==> src/rtl/crossbar_sched_pkg.sv <==
// Shared constants, FSM states and flat-index helper for the 4x4 crossbar scheduler.
// The matrix layout is flattened as ingress*NUM_PORTS + egress.
package crossbar_sched_pkg;

    localparam int NUM_PORTS = 4;
    localparam int PORT_W    = 2;
    localparam int LEN_W     = 6;

    typedef enum logic [1:0] {
        S_IDLE,
        S_MATCH,
        S_GRANT,
        S_XFER
    } sched_state_t;

    function automatic int flat_idx(input int i, input int j);
        return i * NUM_PORTS + j;
    endfunction

endpackage

==> src/rtl/crossbar_sched_rr_pick.sv <==
// Round-robin picker: returns the first set request at or after the pointer,
// wrapping modulo NUM_PORTS.
module rr_pick
    import crossbar_sched_pkg::*;
(
    input  logic [NUM_PORTS-1:0] i_req,
    input  logic [PORT_W-1:0]    i_ptr,
    output logic [PORT_W-1:0]    o_idx,
    output logic                 o_found
);

    logic [PORT_W-1:0] w_cand;

    // Walk from the farthest candidate back to the pointer so the nearest one wins.
    always_comb begin
        o_idx   = '0;
        o_found = 1'b0;
        w_cand  = '0;
        for (int k = NUM_PORTS - 1; k >= 0; k--) begin
            w_cand = PORT_W'((int'(i_ptr) + k) % NUM_PORTS);
            if (i_req[w_cand]) begin
                o_idx   = w_cand;
                o_found = 1'b1;
            end
        end
    end

endmodule

==> src/rtl/crossbar_sched.sv <==
// Slot-based crossbar scheduler: snapshot VOQ requests, match one egress per
// cycle with per-egress round-robin pointers, grant, then hold for the longest packet.
module crossbar_sched
    import crossbar_sched_pkg::*;
(
    input  logic                                   i_clk,
    input  logic                                   i_reset,
    input  logic [NUM_PORTS*NUM_PORTS-1:0]         i_voq_req,
    input  logic [NUM_PORTS*NUM_PORTS*LEN_W-1:0]   i_voq_len,
    input  logic [NUM_PORTS-1:0]                   i_egress_full,
    output logic [NUM_PORTS*NUM_PORTS-1:0]         o_grant,
    output logic                                   o_grant_valid,
    output logic                                   o_xfer_en,
    output logic                                   o_xfer_done,
    output logic                                   o_busy
);

    sched_state_t r_state, w_next;

    logic [NUM_PORTS*NUM_PORTS-1:0]         r_req_snap;
    logic [NUM_PORTS*NUM_PORTS*LEN_W-1:0]   r_len_snap;
    logic [NUM_PORTS-1:0]                   r_matched_in;
    logic [NUM_PORTS-1:0]                   r_match_vld;
    logic [NUM_PORTS-1:0][PORT_W-1:0]       r_match;
    logic [NUM_PORTS-1:0][PORT_W-1:0]       r_rr_ptr;
    logic [PORT_W-1:0]                      r_j;
    logic [LEN_W-1:0]                       r_slot_cnt;

    logic [NUM_PORTS*NUM_PORTS-1:0]         w_elig;
    logic                                   w_any;
    logic [NUM_PORTS-1:0]                   w_col;
    logic [PORT_W-1:0]                      w_pick;
    logic                                   w_found;
    logic [LEN_W-1:0]                       w_len;
    logic [LEN_W-1:0]                       w_max_len;
    logic [NUM_PORTS*NUM_PORTS-1:0]         w_grant_mat;

    // Replicating egress_full lines each copy up with the egress column of every row.
    assign w_elig = i_voq_req & ~{NUM_PORTS{i_egress_full}};
    assign w_any  = |w_elig;

    // Ingresses still free that requested the egress under consideration.
    always_comb begin
        w_col = '0;
        for (int i = 0; i < NUM_PORTS; i++)
            w_col[i] = r_req_snap[flat_idx(i, int'(r_j))] & ~r_matched_in[i];
    end

    rr_pick u_rr_pick (
        .i_req   (w_col),
        .i_ptr   (r_rr_ptr[r_j]),
        .o_idx   (w_pick),
        .o_found (w_found)
    );

    // Zero-length packets still occupy one slot.
    always_comb begin
        w_max_len   = '0;
        w_len       = '0;
        w_grant_mat = '0;
        for (int j = 0; j < NUM_PORTS; j++) begin
            w_len = r_len_snap[flat_idx(int'(r_match[j]), j)*LEN_W +: LEN_W];
            if (w_len == '0)
                w_len = LEN_W'(1);
            if (r_match_vld[j]) begin
                w_grant_mat[flat_idx(int'(r_match[j]), j)] = 1'b1;
                if (w_len > w_max_len)
                    w_max_len = w_len;
            end
        end
    end

    always_ff @(posedge i_clk) begin
        if (i_reset)
            r_state <= S_IDLE;
        else
            r_state <= w_next;
    end

    always_comb begin
        w_next = r_state;
        case (r_state)
            S_IDLE:  if (w_any) w_next = S_MATCH;
            S_MATCH: if (r_j == PORT_W'(NUM_PORTS - 1)) w_next = S_GRANT;
            S_GRANT: w_next = S_XFER;
            S_XFER:  if (r_slot_cnt == LEN_W'(1)) w_next = S_IDLE;
            default: w_next = S_IDLE;
        endcase
    end

    always_comb begin
        o_grant       = (r_state == S_GRANT || r_state == S_XFER) ? w_grant_mat : '0;
        o_grant_valid = (r_state == S_GRANT);
        o_xfer_en     = (r_state == S_XFER);
        o_xfer_done   = (r_state == S_XFER) && (r_slot_cnt == LEN_W'(1));
        o_busy        = (r_state != S_IDLE);
    end

    always_ff @(posedge i_clk) begin
        if (i_reset) begin
            r_req_snap   <= '0;
            r_len_snap   <= '0;
            r_matched_in <= '0;
            r_match_vld  <= '0;
            r_match      <= '0;
            r_rr_ptr     <= '0;
            r_j          <= '0;
            r_slot_cnt   <= '0;
        end else begin
            case (r_state)
                S_IDLE: begin
                    if (w_any) begin
                        r_req_snap   <= w_elig;
                        r_len_snap   <= i_voq_len;
                        r_matched_in <= '0;
                        r_match_vld  <= '0;
                        r_j          <= '0;
                    end
                end
                S_MATCH: begin
                    if (w_found) begin
                        r_match[r_j]         <= w_pick;
                        r_match_vld[r_j]     <= 1'b1;
                        r_matched_in[w_pick] <= 1'b1;
                    end
                    r_j <= r_j + 1'b1;
                end
                S_GRANT: begin
                    r_slot_cnt <= w_max_len;
                    for (int j = 0; j < NUM_PORTS; j++)
                        if (r_match_vld[j])
                            r_rr_ptr[j] <= PORT_W'((int'(r_match[j]) + 1) % NUM_PORTS);
                end
                S_XFER: r_slot_cnt <= r_slot_cnt - 1'b1;
                default: ;
            endcase
        end
    end

endmodule
==> config.mk <==
export PLATFORM = sky130hd
export DESIGN_NAME = crossbar_sched
export DESIGN_NICKNAME = d
export VERILOG_FILES = /design/src/rtl/crossbar_sched_pkg.sv /design/src/rtl/crossbar_sched_rr_pick.sv /design/src/rtl/crossbar_sched.sv
export SDC_FILE = /design/constraint.sdc
export NUM_CORES = 1
export LEC_CHECK = 0
export BUFFER_PORTS_ARGS = -buffer_cell sky130_fd_sc_hd__clkbuf_2
export CAP_MARGIN = 15
export CORE_MARGIN = 2
export CORE_UTILIZATION = 55
export CTS_BUF_LIST = sky130_fd_sc_hd__clkbuf_8
export CTS_CLUSTER_DIAMETER = 150
export CTS_CLUSTER_SIZE = 28
export DETAILED_ROUTE_END_ITERATION = 7
export HOLD_SLACK_MARGIN = 0.06
export PLACE_DENSITY = 0.88
export SLEW_MARGIN = 20
export SYNTH_ARGS = -nofsm -noshare
export SYNTH_HDL_FRONTEND = slang
export SYNTH_HIERARCHICAL = 1
export SYNTH_SLANG_ARGS = --single-unit
==> constraint.sdc <==
create_clock -name i_clk -period 7.5 [get_ports i_clk]
set_input_delay 0 -clock i_clk [delete_from_list [all_inputs] [get_ports i_clk]]
set_output_delay 0 -clock i_clk [all_outputs]
set_load 0.01 [all_outputs]
; Word level (Yosys, flattened, before mapping)
; Index checks and enable logic that the tools add are counted.
[word_totals]
output_inout_bits = 20
ram_bits = 0
latch_bits = 0
register_bits = 146
wordCells = 185
memories = 0
romBits = 0
input_bits = 118
[classes]
order_cmp = 24
eq_ne = 9
bitwise = 15
shift = 4
n_mul = 4
div = 0
add_sub_neg = 15
muxes = 73
n_reduce_logical = 26
[op_table]
columns = operator, count
row1 = indexed part select 96 x 32 -> 6 bit, 3
row2 = multiplier 32 x 3 -> 31 bit (second input constant), 3
row3 = indexed part select 96 x 8 -> 6 bit, 1
row4 = 2-to-1 mux 6 bit, 12
row5 = 2-to-1 mux 16 bit, 4
row6 = OR 16 bit, 3
row7 = less-than comparator 5 bit (second input constant), 5
row8 = logical NOT 6 bit, 4
row9 = 2-to-1 mux 1 bit, 21
row10 = 2-to-1 mux 2 bit, 10
row11 = greater-than comparator 6 bit, 3
row12 = less-than comparator 2 x 3 -> 1 bit (second input constant), 6
row13 = bitwise AND 16 bit, 1
row14 = inverter 16 bit, 1
row15 = case mux 4 bit (2 select lines), 2
row16 = OR reduction 16 bit, 1
row17 = >= comparator 5 x 1 -> 1 bit (second input constant), 3
row18 = AND reduction 2 bit, 7
row19 = 2-to-1 mux 13 bit, 1
row20 = adder 2 x 1 -> 2 bit (second input constant), 6
row21 = binary-select mux 1 bit (select 4 bit), 3
row22 = demux 1 bit (select 4 bit), 3
row23 = 2-to-1 mux 4 bit, 3
row24 = case mux 6 bit (2 select lines), 1
row25 = other kinds (32), 63

; Longest topological paths before layout
[depth]
depth_word = 18
mapped_depth = 34

; Hierarchy
; Netlist, hierarchy kept.
[modules_own_cells]
columns = module, seq_area_each_um2, area_each_um2, cells_each, n_inst
row1 = crossbar_sched, 2922.8, 8224.1, 971, 1
row2 = rr_pick, 0.0, 77.6, 13, 1

; Worst setup path before layout
; Ideal clock, no wire load.
[synth_timing]
path_kind = reg2reg
start = register r_match[2] (netlist name)
end = register r_slot_cnt[3]
t_required_ps = 7426
path_buffers = 3
path_stages_with_launch = 32
synth_period_minus_slack_ps = 6114
arrival_time_ps = 6039
setup_ps = 74
path_slack_ps = 1386
path_cell_list = dfxtp_1 -> buf_6 -> buf_2 -> inv_1 -> ha_1 -> buf_2 -> mux4_2 -> a32oi_1 -> nand4_1 -> o21ai_1 -> inv_1 -> ha_1 -> nor2b_1 -> o21a_1 -> o21bai_1 -> a21oi_4 -> mux2_2 -> ha_1 -> nor2b_1 -> o21a_1 -> o21bai_1 -> a21oi_2 -> inv_1 -> mux2_2 -> ha_1 -> nor2b_1 -> o21a_1 -> o21bai_1 -> a21oi_1 -> a2111oi_0 -> o21ai_1 -> a31oi_1
[synth_via]
elab_chain_cells = 15
[synth_rtl]
columns = element, line_no
row1 = start: declaration, crossbar_sched.sv:24  ; logic [NUM_PORTS-1:0][PORT_W-1:0] r_match;
row2 = start signal: indexed assignment, crossbar_sched.sv:122  ; r_match[r_j] <= w_pick;
row3 = adder 4 x 1 -> 5 bit *, crossbar_sched_pkg.sv:17  ; return i * NUM_PORTS + j;
row4 = multiplier 32 x 3 -> 31 bit *, crossbar_sched.sv:62  ; w_len = r_len_snap[flat_idx(int'(r_match[j]), j)*LEN_W +: LEN_W];
row5 = indexed part select 96 x 32 -> 6 bit *, crossbar_sched.sv:62
row6 = logical NOT 6 bit, crossbar_sched.sv:63  ; if (w_len == '0)
row7 = 2-to-1 mux 6 bit *, crossbar_sched.sv:63
row8 = greater-than comparator 6 bit, crossbar_sched.sv:67  ; if (w_len > w_max_len)
row9 = 2-to-1 mux 6 bit *, crossbar_sched.sv:67
row10 = 2-to-1 mux 6 bit *, crossbar_sched.sv:65  ; if (r_match_vld[j]) begin
row11 = greater-than comparator 6 bit, crossbar_sched.sv:67
row12 = 2-to-1 mux 6 bit, crossbar_sched.sv:67
row13 = 2-to-1 mux 6 bit *, crossbar_sched.sv:65
row14 = greater-than comparator 6 bit, crossbar_sched.sv:67
row15 = 2-to-1 mux 6 bit, crossbar_sched.sv:67
row16 = 2-to-1 mux 6 bit *, crossbar_sched.sv:65
row17 = case mux 6 bit (2 select lines) *, crossbar_sched.sv:110  ; case (r_state)
row18 = end signal: assignment, crossbar_sched.sv:129  ; r_slot_cnt <= w_max_len;
row19 = end signal: assignment, crossbar_sched.sv:134  ; S_XFER: r_slot_cnt <= r_slot_cnt - 1'b1;
row20 = end: declaration, crossbar_sched.sv:27  ; logic [LEN_W-1:0] r_slot_cnt;
; Mark *: on every way between the ends. The rest lies on a longest branch, timed or not.
; A chain may end at the register's enable or synchronous reset.

; Worst setup path in the final report
[layout_timing]
start = register r_match[3] (netlist name)
end = register r_slot_cnt[3]
; The elaborated chain is that of the path after synthesis.

==> flow_metrics.py <==
metrics = {
    "global_route": {
        "grt_pass1_vias": 9381,
        "gr-usage-met2_pct": 64.1,
        "grt_use_met1_pct": 42.6,
        "grt_max_degree": 114,
        "gr-max-usage-layer": "met2",
        "grt_pass1_wl_mm": 48.9,
        "antenna_found_initial": 3,
        "grtUsageMet3_pct": 10.7,
        "grt_remaining_overflow": 0,
        "grtUsageTotal_pct": 39.7,
    },
    "flow_run": {
        "cap_violations": 0,
    },
    "clock_network": {
        "cts_sinks": 146,
        "htree_levels": 4,
        "cts_tree": "yes",
        "cts_resized": 0,
        "cts_made_buffers": 17,
        "clkSlewWorstSetupHoldPaths_ps": 80,
        "clockBufferDepth": 2,
        "clk_latency_ps": 480,
        "cts_root_buf": "clkbuf_8",
        "cts_setup_buffers": 0,
    },
    "die": {
        "die_h_um": 127,
        "die_w_um": 127,
        "ios": 138,
        "start_util_pct": 56.7,
        "rows": 44,
        "die_area_um2": 16100,
        "fp.coreArea_um2": 14600,
    },
    "yosys": {
        "synthMuxAreaShare_pct": 17.1,
        "synth_xor_area_share_pct": 0.211,
        "synth_cell_types": 55,
        "synthAdderAreaFrac_pct": 6.93,
        "synth_top_family_by_area": "simple AND/OR/NAND/NOR gates",
        "async_flop_share_pct": 0,
        "dominantRegCellSynth": "dfxtp_1",
        "synth_top_cell_by_area": "dfxtp_1",
        "synthSimpleGateAreaFrac_pct": 19.9,
        "synth.top_cells.by_area": "dfxtp_1 35%, mux4_2 13%, nand2_1 11%",
        "avgSynthCellArea_um2": 8.44,
        "synth-edff-count": 0,
        "syn-num-nets": 1148,
        "yosysSeqAreaShare_pct": 35.2,
        "synth_top_area_share_pct": 35.2,
        "synth-compound-area-share_pct": 15.6,
        "syn_inst": 984,
        "synth.ff_latch_count": 146,
        "yosysWarnings": 6,
        "syn_area_um2": 8300,
    },
    "power": {
        "p_leak_nw": 4.61,
        "ir_drop_mv": 0.194,
        "power_mw": 3.17,
        "cellPowerDensity_nw_per_um2": 287,
    },
    "sta": {
        "timing.fmax_mhz": 145,
        "rsz0062_at_grt": "no",
        "worst_slack_ps": 585,
        "fin_setup_tns_ps": 0,
        "holdWs_ps": 306,
        "hold_viol_final": 0,
        "fin_worst_skew_ps": 16.8,
        "fin_crit_sh_pct": 92.2,
        "period_needed_ps": 6910,
        "setup_viol": 0,
        "relSlewSlack_pct": 36.0,
        "worst_slew_pin_slew_ps": 952,
        "maxSlewViolCount": 0,
    },
    "status": {
        "outcome": "finished, final reports clean",
    },
    "worst_setup_path": {
        "cp_top_family": "compound AO/OA/AOI/OAI gates",
        "cp-startpoint": "r_match[3]$_SDFFE_PP0P_",
        "path_buf_inv": 3,
        "cp_max_fo": 18,
        "endpoint": "r_slot_cnt[3]$_SDFFE_PP0P_",
        "cp.required_ps": 7890,
        "cpPeakStageDelay_ps": 740,
        "rr_endpoint": "r_slot_cnt[3]$_SDFFE_PP0P_",
        "arrival_ps": 7310,
        "reg2reg_slack_ps": 590,
        "crit_slowest_cell": "ha_1",
        "startpoint_type": "register",
        "cp.depth": 29,
        "reg2reg_depth": 29,
        "path_class": "register to register",
        "reg2reg_from": "r_match[3]$_SDFFE_PP0P_",
        "end_kind": "register",
        "cp_common_cell": "ha_1",
    },
    "hold_path": {
        "min_path_type": "input port to register",
        "min_from": "i_voq_len[71]",
    },
    "placed_design": {
        "hpwl_mm": 17.2,
        "dp_slack_ps": 823,
        "gp_congestion": 1.01,
        "placed_area_um2": 9010,
        "port_buffers": 137,
        "dp_cells": 1246,
    },
    "route": {
        "ant_nets": 0,
        "drtIter0Drc": 1352,
        "drc": 0,
        "first_pass_iters": 6,
        "dr_total_vias": 9342,
        "wl_per_cell_um": 22.3,
        "wl_mm": 32.1,
        "viasPerCell": 6.48,
    },
    "layout": {
        "nets": 1403,
        "drive_above_1_share_pct": 19.0,
        "final_cell_area_um2": 11000,
        "area_growth_syn_to_layout_pct": 33.1,
        "fillers": 857,
        "utilization_pct": 75.4,
        "stdcell_count": 1441,
    },
}
==> sequential cells by signal, summed over array words and instances (netlist names) <==
| signal | cells |
|---|---|
| r_len_snap | 96 |
| r_match_vld | 4 |
| r_req_snap | 16 |
| r_matched_in | 4 |
| r_rr_ptr | 8 |
| r_slot_cnt | 6 |
| r_j | 2 |
| r_match | 8 |
| r_state | 2 |
==> worst register-to-register path, delay by kind of cell, from the launching register on <==
kind / cells / cell delay (ps)
multiplexers: 3 / 1130
flip-flops: 1 / 380
buffers and inverters: 3 / 290
AO/OA/AOI/OAI: 15 / 2960
adder cells (fa/ha/maj): 4 / 1520
AND/OR/NAND/NOR: 4 / 530
==> layout by cell type (no fill, tap or decap), types with 6 or more instances in the layout <==
cell type        n
o21ai_0          7
nand3_1         17
nand3b_1        20
mux2i_1         29
dfxtp_1        146
nor2_1          37
nor3_1           7
a22oi_1          7
mux2_2           6
ha_1            46
a31oi_1         10
inv_1           40
nand2_1        251
dlygate4sd3_1  157
mux4_2          47
clkbuf_2       136
and3_1          16
nor2b_1         11
clkbuf_8        18
o21ai_1          9
buf_4            8
a21oi_1        147
==> worst min-delay path by stage <==
stage                     cells past startpoint                          end
after floorplan                               2   r_len_snap[0]$_SDFFE_PP0P_
after global placement                        3  r_len_snap[12]$_SDFFE_PP0P_
after detailed placement                      3  r_len_snap[20]$_SDFFE_PP0P_
after CTS                                     4          r_j[0]$_SDFFE_PP0P_
after global routing                          4  r_len_snap[11]$_SDFFE_PP0P_
final                                         4  r_len_snap[71]$_SDFFE_PP0P_
==> per-layer routing <==
layer  vias up  wire length, um  part of all wire, %
li1       3959                -                    -
met1      4238            10500                   33
met2       825            14800                   46
met3       320             3460                   11
met4         0             3440                   11
met5         -                0                    0
==> cell families after synthesis <==
logic type,count (synthesis)
AOI/OAI and AO/OA,223
muxes,82
DFF,146
adders and majority gates,46
and+or+nand+nor,379
buffers and inverters,106
xor gates and xnor gates,2
==> cell usage after synthesis, types with 2 or more instances <==
| master | instances |
|---|---|
| and2_1 | 3 |
| buf_6 | 2 |
| mux2_2 | 6 |
| mux2i_1 | 29 |
| o21ai_0 | 7 |
| nor4_1 | 5 |
| clkbuf_1 | 53 |
| nand2_1 | 251 |
| a311oi_1 | 5 |
| nor2_1 | 37 |
| nand3_1 | 17 |
| and3_1 | 16 |
| o22ai_1 | 4 |
| a2bb2oi_1 | 2 |
| nand2b_1 | 5 |
| a21oi_1 | 147 |
| a21o_1 | 4 |
| o21ai_1 | 10 |
| a22o_1 | 2 |
| mux4_2 | 47 |
| a211oi_1 | 4 |
| inv_1 | 40 |
| clkbuf_2 | 2 |
| a31oi_1 | 10 |
| nand3b_1 | 20 |
| o21a_1 | 4 |
| dfxtp_1 | 146 |
| nor3_1 | 7 |
| ha_1 | 46 |
| nor2b_1 | 11 |
| buf_2 | 8 |
| nor3b_1 | 2 |
| a22oi_1 | 7 |
| o21bai_1 | 4 |
==> power breakdown <==
group,total [mW],internal (mW),leakage (nW),switching [mW]
Clock,0.681,0.342,0.210,0.339
Sequential,1.13,0.936,1.20,0.196
Combinational,1.35,0.536,3.20,0.819
==> what timing repair did <==
item / CTS / global route
endpoints found under the hold margin: 125 / 0
endpoints found under the setup margin: 0 / 0
hold buffers: 157 / 0
==> final cells by class <==
type	instances	area (um2)	share of cell area (%)
Antenna cell	5	12.5	0.113
Clock buffer	18	248	2.24
Clock inverter	14	176	1.60
Inverter	40	150	1.36
Multi-Input combinational cell	732	4970	45.0
Sequential cell	146	2920	26.5
Tap cell	184	230	2.08
Timing Repair Buffer	302	2340	21.2
Note: power is estimated with default switching activity, not from simulation.
